File: config.mk
export PLATFORM = sky130hd
export DESIGN_NAME = pipeline_hazard_ctrl_flat
export DESIGN_NICKNAME = d
export VERILOG_FILES = /design/src/rtl/pipeline_ctrl_pkg.sv /design/src/rtl/pipeline_hazard_ctrl_if.sv /design/src/rtl/hazard_detect.sv /design/src/rtl/pipeline_hazard_ctrl.sv /design/src/flat_wrapper.sv
export SDC_FILE = /design/constraint.sdc
export NUM_CORES = 1
export LEC_CHECK = 0
export BUFFER_PORTS_ARGS = -buffer_cell sky130_fd_sc_hd__buf_2
export CAP_MARGIN = 0
export CELL_PAD_IN_SITES_DETAIL_PLACEMENT = 1
export CELL_PAD_IN_SITES_GLOBAL_PLACEMENT = 1
export CORE_MARGIN = 2
export CORE_UTILIZATION = 27
export CTS_CLUSTER_DIAMETER = 40
export DETAILED_ROUTE_END_ITERATION = 16
export GPL_ROUTABILITY_DRIVEN = 0
export PLACE_DENSITY_LB_ADDON = 0.1
export SYNTH_ARGS = -nofsm -noshare
export SYNTH_HDL_FRONTEND = slang
export SYNTH_SLANG_ARGS = --single-unit
File: constraint.sdc
create_clock -name clk -period 1.45 [get_ports clk]
set_clock_uncertainty 0.1 [all_clocks]
set_input_delay 0.145 -clock clk [delete_from_list [all_inputs] [get_ports clk]]
set_output_delay 0.145 -clock clk [all_outputs]
set_load 0.02 [all_outputs]
File: src/rtl/pipeline_ctrl_pkg.sv
// Shared types and constants for the pipeline stall/flush controller
// and the hazard/forwarding logic that sits beside it.
package pipeline_ctrl_pkg;

    localparam int REG_W = 5;
    localparam logic [REG_W-1:0] REG_ZERO = 5'd0;

    typedef enum logic [1:0] {
        RUN        = 2'd0,
        MEM_WAIT   = 2'd1,
        POST_FLUSH = 2'd2
    } state_t;

endpackage

File: src/rtl/pipeline_hazard_ctrl_if.sv
// Pipeline-side bundle of hazard inputs and stage control outputs.
// master = datapath side, slave = pipeline_hazard_ctrl.
interface pipeline_hazard_ctrl_if #(parameter int CNT_W = 16);
    import pipeline_ctrl_pkg::*;

    logic [REG_W-1:0] id_rs;
    logic [REG_W-1:0] id_rt;
    logic             id_uses_rt;
    logic             idex_memread;
    logic [REG_W-1:0] idex_rt;
    logic             exmem_branch;
    logic             exmem_zero;
    logic             mem_req;
    logic             mem_ready;

    logic             pc_en;
    logic             ifid_en;
    logic             ifid_flush;
    logic             idex_en;
    logic             idex_flush;
    logic             exmem_en;
    logic             exmem_flush;
    logic             mem_timeout;
    logic [CNT_W-1:0] stall_count;
    logic [CNT_W-1:0] flush_count;
    state_t           dbg_state;

    // No valid/ready handshake here: every input is a level sampled each
    // cycle, and each control output is valid in the same cycle.
    modport master (
        output id_rs, id_rt, id_uses_rt, idex_memread, idex_rt,
               exmem_branch, exmem_zero, mem_req, mem_ready,
        input  pc_en, ifid_en, ifid_flush, idex_en, idex_flush,
               exmem_en, exmem_flush, mem_timeout, stall_count,
               flush_count, dbg_state
    );

    modport slave (
        input  id_rs, id_rt, id_uses_rt, idex_memread, idex_rt,
               exmem_branch, exmem_zero, mem_req, mem_ready,
        output pc_en, ifid_en, ifid_flush, idex_en, idex_flush,
               exmem_en, exmem_flush, mem_timeout, stall_count,
               flush_count, dbg_state
    );

endinterface

File: src/rtl/hazard_detect.sv
// Combinational load-use hazard compare between the ID/EX load and the
// IF/ID consumer; register 0 never hazards.
module hazard_detect
    import pipeline_ctrl_pkg::*;
(
    input  logic [REG_W-1:0] id_rs,
    input  logic [REG_W-1:0] id_rt,
    input  logic             id_uses_rt,
    input  logic             idex_memread,
    input  logic [REG_W-1:0] idex_rt,
    output logic             load_use
);

    logic rs_match;
    logic rt_match;

    always_comb begin
        rs_match = (idex_rt == id_rs);
        rt_match = id_uses_rt && (idex_rt == id_rt);
        load_use = idex_memread && (idex_rt != REG_ZERO) && (rs_match || rt_match);
    end

endmodule

File: src/rtl/pipeline_hazard_ctrl.sv
// Stall/flush sequencer for the 5-stage pipeline with memory-wait watchdog.
// Define PIPELINE_HAZARD_PERF_EN to build the stall/flush performance counters.
module pipeline_hazard_ctrl
    import pipeline_ctrl_pkg::*;
#(
    parameter int MEM_TIMEOUT = 16,
    parameter int CNT_W       = 16
) (
    input  logic                   clk,
    input  logic                   reset,
    pipeline_hazard_ctrl_if.slave  bus
);

    localparam int WAIT_W = (MEM_TIMEOUT < 2) ? 1 : $clog2(MEM_TIMEOUT + 1);
    localparam logic [WAIT_W-1:0] WAIT_MAX = WAIT_W'(MEM_TIMEOUT);

    state_t            state;
    logic              run_ok;
    logic [WAIT_W-1:0] wait_cnt;
    logic              timeout_q;
    logic              load_use_raw;
    logic              do_freeze;
    logic              do_flush;
    logic              do_bubble;

    hazard_detect u_hazard_detect (
        .id_rs        (bus.id_rs),
        .id_rt        (bus.id_rt),
        .id_uses_rt   (bus.id_uses_rt),
        .idex_memread (bus.idex_memread),
        .idex_rt      (bus.idex_rt),
        .load_use     (load_use_raw)
    );

    // run_ok holds every control low from reset until the first clean edge.
    always_comb begin
        do_freeze = run_ok && bus.mem_req && !bus.mem_ready;
        do_flush  = run_ok && !do_freeze && bus.exmem_branch && bus.exmem_zero;
        do_bubble = run_ok && !do_freeze && !do_flush && load_use_raw &&
                    (state != POST_FLUSH);
    end

    always_comb begin
        bus.pc_en       = 1'b0;
        bus.ifid_en     = 1'b0;
        bus.ifid_flush  = 1'b0;
        bus.idex_en     = 1'b0;
        bus.idex_flush  = 1'b0;
        bus.exmem_en    = 1'b0;
        bus.exmem_flush = 1'b0;
        if (run_ok && !do_freeze) begin
            if (do_flush) begin
                bus.pc_en       = 1'b1;
                bus.ifid_en     = 1'b1;
                bus.idex_en     = 1'b1;
                bus.exmem_en    = 1'b1;
                bus.ifid_flush  = 1'b1;
                bus.idex_flush  = 1'b1;
                bus.exmem_flush = 1'b1;
            end else if (do_bubble) begin
                bus.idex_en    = 1'b1;
                bus.idex_flush = 1'b1;
                bus.exmem_en   = 1'b1;
            end else begin
                bus.pc_en    = 1'b1;
                bus.ifid_en  = 1'b1;
                bus.idex_en  = 1'b1;
                bus.exmem_en = 1'b1;
            end
        end
    end

    always_ff @(posedge clk or negedge reset) begin
        if (!reset) begin
            state     <= RUN;
            run_ok    <= 1'b0;
            wait_cnt  <= '0;
            timeout_q <= 1'b0;
        end else if (!run_ok) begin
            run_ok <= 1'b1;
        end else if (do_freeze) begin
            state <= MEM_WAIT;
            if (wait_cnt != WAIT_MAX) begin
                wait_cnt <= wait_cnt + 1'b1;
                if (wait_cnt + 1'b1 == WAIT_MAX) begin
                    timeout_q <= 1'b1;
                end
            end
        end else begin
            state    <= do_flush ? POST_FLUSH : RUN;
            wait_cnt <= '0;
        end
    end

    assign bus.mem_timeout = timeout_q;
    assign bus.dbg_state   = state;

`ifdef PIPELINE_HAZARD_PERF_EN
    logic [CNT_W-1:0] stall_q;
    logic [CNT_W-1:0] flush_q;

    always_ff @(posedge clk or negedge reset) begin
        if (!reset) begin
            stall_q <= '0;
            flush_q <= '0;
        end else begin
            if ((do_freeze || do_bubble) && (stall_q != '1)) begin
                stall_q <= stall_q + 1'b1;
            end
            if (do_flush && (flush_q != '1)) begin
                flush_q <= flush_q + 1'b1;
            end
        end
    end

    assign bus.stall_count = stall_q;
    assign bus.flush_count = flush_q;
`else
    assign bus.stall_count = '0;
    assign bus.flush_count = '0;
`endif

endmodule

File: src/flat_wrapper.sv
// flat-port wrapper written by rule: the top's interface ports become plain ports
module pipeline_hazard_ctrl_flat import pipeline_ctrl_pkg::*;
#(
    parameter int MEM_TIMEOUT = 16,
    parameter int CNT_W       = 16
)
  (clk, reset, bus_id_rs, bus_id_rt, bus_id_uses_rt, bus_idex_memread, bus_idex_rt, bus_exmem_branch, bus_exmem_zero, bus_mem_req, bus_mem_ready, bus_pc_en, bus_ifid_en, bus_ifid_flush, bus_idex_en, bus_idex_flush, bus_exmem_en, bus_exmem_flush, bus_mem_timeout, bus_stall_count, bus_flush_count, bus_dbg_state);
  pipeline_hazard_ctrl_if #(.CNT_W(CNT_W)) bus_i ();
  input  logic clk;
  input  logic reset;
  input wire logic [$bits(bus_i.id_rs)-1:0] bus_id_rs;
  input wire logic [$bits(bus_i.id_rt)-1:0] bus_id_rt;
  input wire logic [$bits(bus_i.id_uses_rt)-1:0] bus_id_uses_rt;
  input wire logic [$bits(bus_i.idex_memread)-1:0] bus_idex_memread;
  input wire logic [$bits(bus_i.idex_rt)-1:0] bus_idex_rt;
  input wire logic [$bits(bus_i.exmem_branch)-1:0] bus_exmem_branch;
  input wire logic [$bits(bus_i.exmem_zero)-1:0] bus_exmem_zero;
  input wire logic [$bits(bus_i.mem_req)-1:0] bus_mem_req;
  input wire logic [$bits(bus_i.mem_ready)-1:0] bus_mem_ready;
  output wire logic [$bits(bus_i.pc_en)-1:0] bus_pc_en;
  output wire logic [$bits(bus_i.ifid_en)-1:0] bus_ifid_en;
  output wire logic [$bits(bus_i.ifid_flush)-1:0] bus_ifid_flush;
  output wire logic [$bits(bus_i.idex_en)-1:0] bus_idex_en;
  output wire logic [$bits(bus_i.idex_flush)-1:0] bus_idex_flush;
  output wire logic [$bits(bus_i.exmem_en)-1:0] bus_exmem_en;
  output wire logic [$bits(bus_i.exmem_flush)-1:0] bus_exmem_flush;
  output wire logic [$bits(bus_i.mem_timeout)-1:0] bus_mem_timeout;
  output wire logic [$bits(bus_i.stall_count)-1:0] bus_stall_count;
  output wire logic [$bits(bus_i.flush_count)-1:0] bus_flush_count;
  output wire logic [$bits(bus_i.dbg_state)-1:0] bus_dbg_state;
  assign bus_i.id_rs = bus_id_rs;
  assign bus_i.id_rt = bus_id_rt;
  assign bus_i.id_uses_rt = bus_id_uses_rt;
  assign bus_i.idex_memread = bus_idex_memread;
  assign bus_i.idex_rt = bus_idex_rt;
  assign bus_i.exmem_branch = bus_exmem_branch;
  assign bus_i.exmem_zero = bus_exmem_zero;
  assign bus_i.mem_req = bus_mem_req;
  assign bus_i.mem_ready = bus_mem_ready;
  assign bus_pc_en = bus_i.pc_en;
  assign bus_ifid_en = bus_i.ifid_en;
  assign bus_ifid_flush = bus_i.ifid_flush;
  assign bus_idex_en = bus_i.idex_en;
  assign bus_idex_flush = bus_i.idex_flush;
  assign bus_exmem_en = bus_i.exmem_en;
  assign bus_exmem_flush = bus_i.exmem_flush;
  assign bus_mem_timeout = bus_i.mem_timeout;
  assign bus_stall_count = bus_i.stall_count;
  assign bus_flush_count = bus_i.flush_count;
  assign bus_dbg_state = bus_i.dbg_state;
  pipeline_hazard_ctrl #(.MEM_TIMEOUT(MEM_TIMEOUT), .CNT_W(CNT_W)) u_core (.clk(clk), .reset(reset), .bus(bus_i));
endmodule
==> flow_metrics.env <==
export IMPL_outcome="complete, but fails checks"
export IMPL_failing_checks="negative setup slack"
export IMPL_crit_path_end="bus_pc_en"
export IMPL_fin_nets=171
export IMPL_dp_cells=184
export IMPL_worst_setup_start_kind="input pin"
export IMPL_worst_setup_path_startpoint="bus_idex_rt[4]"
export IMPL_numClockSinks=9
export IMPL_cts_root_buffer="sky130_fd_sc_hd__clkbuf_4"
export IMPL_total_count_of_hold_check_failures_in_the_final_report=0
export IMPL_final_layout_size_suffix_gt1_share_pct=38.6
export IMPL_layout_cells_non_filler=189
export IMPL_global_route_usage_met3_pct=3.15
export IMPL_area_growth_synth_to_final_pct=30.0
export IMPL_min_path_type="in -> async"
export IMPL_die_w_um=61.3
export IMPL_groute_layer_met2_usage_pct=21.7
export IMPL_drtAntennaViolNets=0
export IMPL_total_switching_power_mw=0.265
export IMPL_dp_worst_setup_slack_ns=-0.127
export IMPL_placedInstanceArea_um2=1030
export IMPL_critical_path_reg2reg_endpoint="u_core.wait_cnt[4]"
export IMPL_timing_final_max_slew_violations=0
export IMPL_port_buffer_count=32
export IMPL_postSynthCellCount=103
export IMPL_globalRouteTotalUtil_pct=11.8
export IMPL_cts_path_max_buffers=2
export IMPL_clkLatencyLatePin_ns=0.26
export IMPL_p_int_mw=0.462
export IMPL_post_route_worst_setup_slack_ns=-0.146
export IMPL_end_kind="output pin"
export IMPL_timing_critical_path_slowest_cell_delay_ns=0.53
export IMPL_fp_dieArea_um2=3760
export IMPL_grt_first_pass_wirelength_mm=3.11
export IMPL_max_clock_freq_mhz=626
export IMPL_layout_cell_area_non_filler_um2=1150
export IMPL_wire_per_inst_um=11.4
export IMPL_r2r_start="u_core.wait_cnt[0]"
export IMPL_crit_fanout=3
export IMPL_final_setup_viol_count=3
export IMPL_criticalPathCategory="in -> out"
export IMPL_syn_area_per_cell_um2=8.61
export IMPL_crit_cells=5
export IMPL_setup_reg_to_reg_worst_slack_ns=0.09
export IMPL_gr_total_overflow=0
export IMPL_mappedNetlistArea_um2=887
export IMPL_detail_route_vias_per_cell=3.91
export IMPL_swShare_pct=36.4
export IMPL_cp_buffers_inverters=2
export IMPL_cts_tree="yes"
export IMPL_via_count_of_the_first_global_routing_pass=716
export IMPL_synth_warning_count=0
export IMPL_worstPathArrival_ns=1.35
export IMPL_synth_ff_latch_count=9
export IMPL_crit_path_top_delay_cell="sky130_fd_sc_hd__or4_4"
export IMPL_clock_tree_htree_level_count=1
export IMPL_timing_final_crit_period_ns=1.60
export IMPL_timing_critical_path_mode_cell="sky130_fd_sc_hd__buf_6"
export IMPL_detail_route_iter0_violations=7
export IMPL_vias=739
export IMPL_routed_wl_mm=2.16
export IMPL_power_share_sequential_pct=36.9
export IMPL_yosysSeqAreaShare_pct=25.4
export IMPL_global_route_peak_usage_layer="met2"
export IMPL_cts_reportedPaths_clkPinSlew_ns=0.06
export IMPL_count_of_cells_along_the_worst_register_to_register_path=6
export IMPL_floorplan_initialDensity_pct=28.8
export IMPL_p_leak_nw=0.628
export IMPL_io_pin_count=65
export IMPL_detailedPlacementHpwl_mm=1.74
export IMPL_std_cell_rows=20
export IMPL_finish_utilization_pct=37.5
export IMPL_ir_worst_vdd_mv=0.281
export IMPL_cap_violations=0
export IMPL_synthDistinctLibCells=30
export IMPL_maximum_number_of_pins_on_one_net_before_global_route_repair=10
export IMPL_comb_power_share_pct=36.5
export IMPL_core_area_um2=3080
export IMPL_worst_endpoint_required_ns=1.21
export IMPL_firstDrtPassIters=4
export IMPL_tritoncts_num_buffers=3
export IMPL_die_height_um=61.3
export IMPL_use_met1_pct=12.6
export IMPL_period_share_pct=110
export IMPL_num_antenna_cells=0
export IMPL_unrepaired_setup_endpoints_after_global_routing="yes"
export IMPL_cp_cell_sequence="buf_6, or4_4, o221ai_2, o31a_1, buf_6"
export IMPL_pwr_share_clk_pct=26.6
export IMPL_critical_path_top_delay_family="simple AND/OR/NAND/NOR gates"
export IMPL_power_density_cell_area_nw_per_um2=631
export IMPL_drc=0
export IMPL_antenna_violations_before_repair=0
-- placed cells by master (no fill, tap or decap), types with 2 or more instances in the layout --
cell and instances:
sky130_fd_sc_hd__o21ai_1 2, sky130_fd_sc_hd__o21ai_0 5, sky130_fd_sc_hd__a21o_1 2, sky130_fd_sc_hd__dfrtp_1 9
sky130_fd_sc_hd__inv_1 6, sky130_fd_sc_hd__buf_2 24, sky130_fd_sc_hd__ha_2 2, sky130_fd_sc_hd__nand2_1 4
sky130_fd_sc_hd__nor3_1 2, sky130_fd_sc_hd__nand3_1 2, sky130_fd_sc_hd__nand2b_1 2, sky130_fd_sc_hd__buf_6 9
sky130_fd_sc_hd__buf_4 9, sky130_fd_sc_hd__clkbuf_4 3, sky130_fd_sc_hd__xor2_1 8, sky130_fd_sc_hd__conb_1 33
-- worst min path at each step --
stage                      from                      end  slack (ns)  cells past startpoint
final                     reset       u_core.wait_cnt[3]        0.16                      2
after detailed placement  reset   u_core.bus.mem_timeout       -0.09                      1
after floorplan           reset  u_core.bus.dbg_state[0]       -0.25                      0
after CTS                 reset   u_core.bus.mem_timeout        0.16                      2
after global routing      reset   u_core.bus.mem_timeout        0.19                      2
after global placement    reset   u_core.bus.mem_timeout       -0.09                      1
-- synth_stat cells (all sizes together) --
cell type,n,share of area [%]
o21ai,7,3.9
o31ai,1,0.85
xor2,9,8.9
o21bai,1,0.85
o31a,1,0.99
nor3b,1,0.85
nand2,5,2.1
and3b,1,0.99
and2,1,0.71
inv,7,3.0
conb,2,0.85
ha,2,2.8
a31oi,1,0.71
nand4bb,1,1.3
nor3,2,1.1
and3,1,0.71
a32oi,1,0.99
nor4,1,1.4
xnor2,1,0.99
nand3,3,1.7
buf,36,30
nor2,1,0.42
dfrtp,9,25
a32o,1,1.1
o221ai,1,1.7
nand2b,2,1.4
or4,1,1.3
a41o,1,1.1
a21o,2,1.7
-- per-layer routing --
| metal | routed length [um] | share of wire [%] |
|---|---|---|
| met3 | 145 | 6.7 |
| met5 | 0 | 0 |
| met2 | 1210 | 56 |
| met4 | 27 | 1.3 |
| met1 | 780 | 36 |
-- sequential cells by signal, indices dropped and copies added (netlist names) --
| signal | flops |
|---|---|
| u_core.bus.dbg_state | 2 |
| u_core.run_ok | 1 |
| u_core.wait_cnt | 5 |
| u_core.bus.mem_timeout | 1 |
-- final cells by class --
cell class	instances	area [um2]
fill	389	1920
multi-input combinational	82	522
timing repair buffer	43	299
sequential	9	225
tap	44	55.1
clock buffer	4	26.3
inverter	7	26.3
-- cell families after synthesis --
logic type | Yosys count | share of synthesized area [%]
buf+inv | 43 | 33.1
simple gates | 20 | 14.0
xor+xnor | 10 | 9.87
fa+ha+maj | 2 | 2.82
compound gates | 17 | 14.0
flops | 9 | 25.4
other cells | 2 | 0.847
-- worst register-to-register path, delay by kind of cell, from the launching register on --
family	cells	cell delay [ns]
DFF	1	0.38
and+or+nand+nor	2	0.24
AOI/OAI and AO/OA	2	0.21
adders and majority gates	1	0.20
buffers and inverters	1	0.15
-- repair_timing --
item,4_1_cts,5_1_grt
pin swaps,8,5
gates resized for setup,15,9
endpoints found under the setup margin,3,8
hold buffers,1,0
buffers inserted,0,0
hold endpoints to repair,9,0
-- power groups by stage --
| stage | logic [mW] | clock network, mW | registers [mW] |
|---|---|---|---|
| 3_5_place_dp | 0.238 | 0 | 0.273 |
| 5_1_grt | 0.291 | 0.220 | 0.270 |
| 4_1_cts | 0.258 | 0.205 | 0.269 |
| 2_1_floorplan | 0.219 | 0 | 0.279 |
| 6_report | 0.266 | 0.193 | 0.268 |
| 3_3_place_gp | 0.235 | 0 | 0.272 |
-- per-stage QoR --
step	hold WS (ns)	TNS (ns)	power, mW
after floorplan	-0.251	-0.141	0.497
after global placement	-0.0864	-0.237	0.507
after detailed placement	-0.0859	-0.374	0.511
after CTS	0.162	-0.277	0.731
after global routing	0.195	-0.558	0.782
final	0.164	-0.385	0.727
Power figures use the tool's default switching activity.
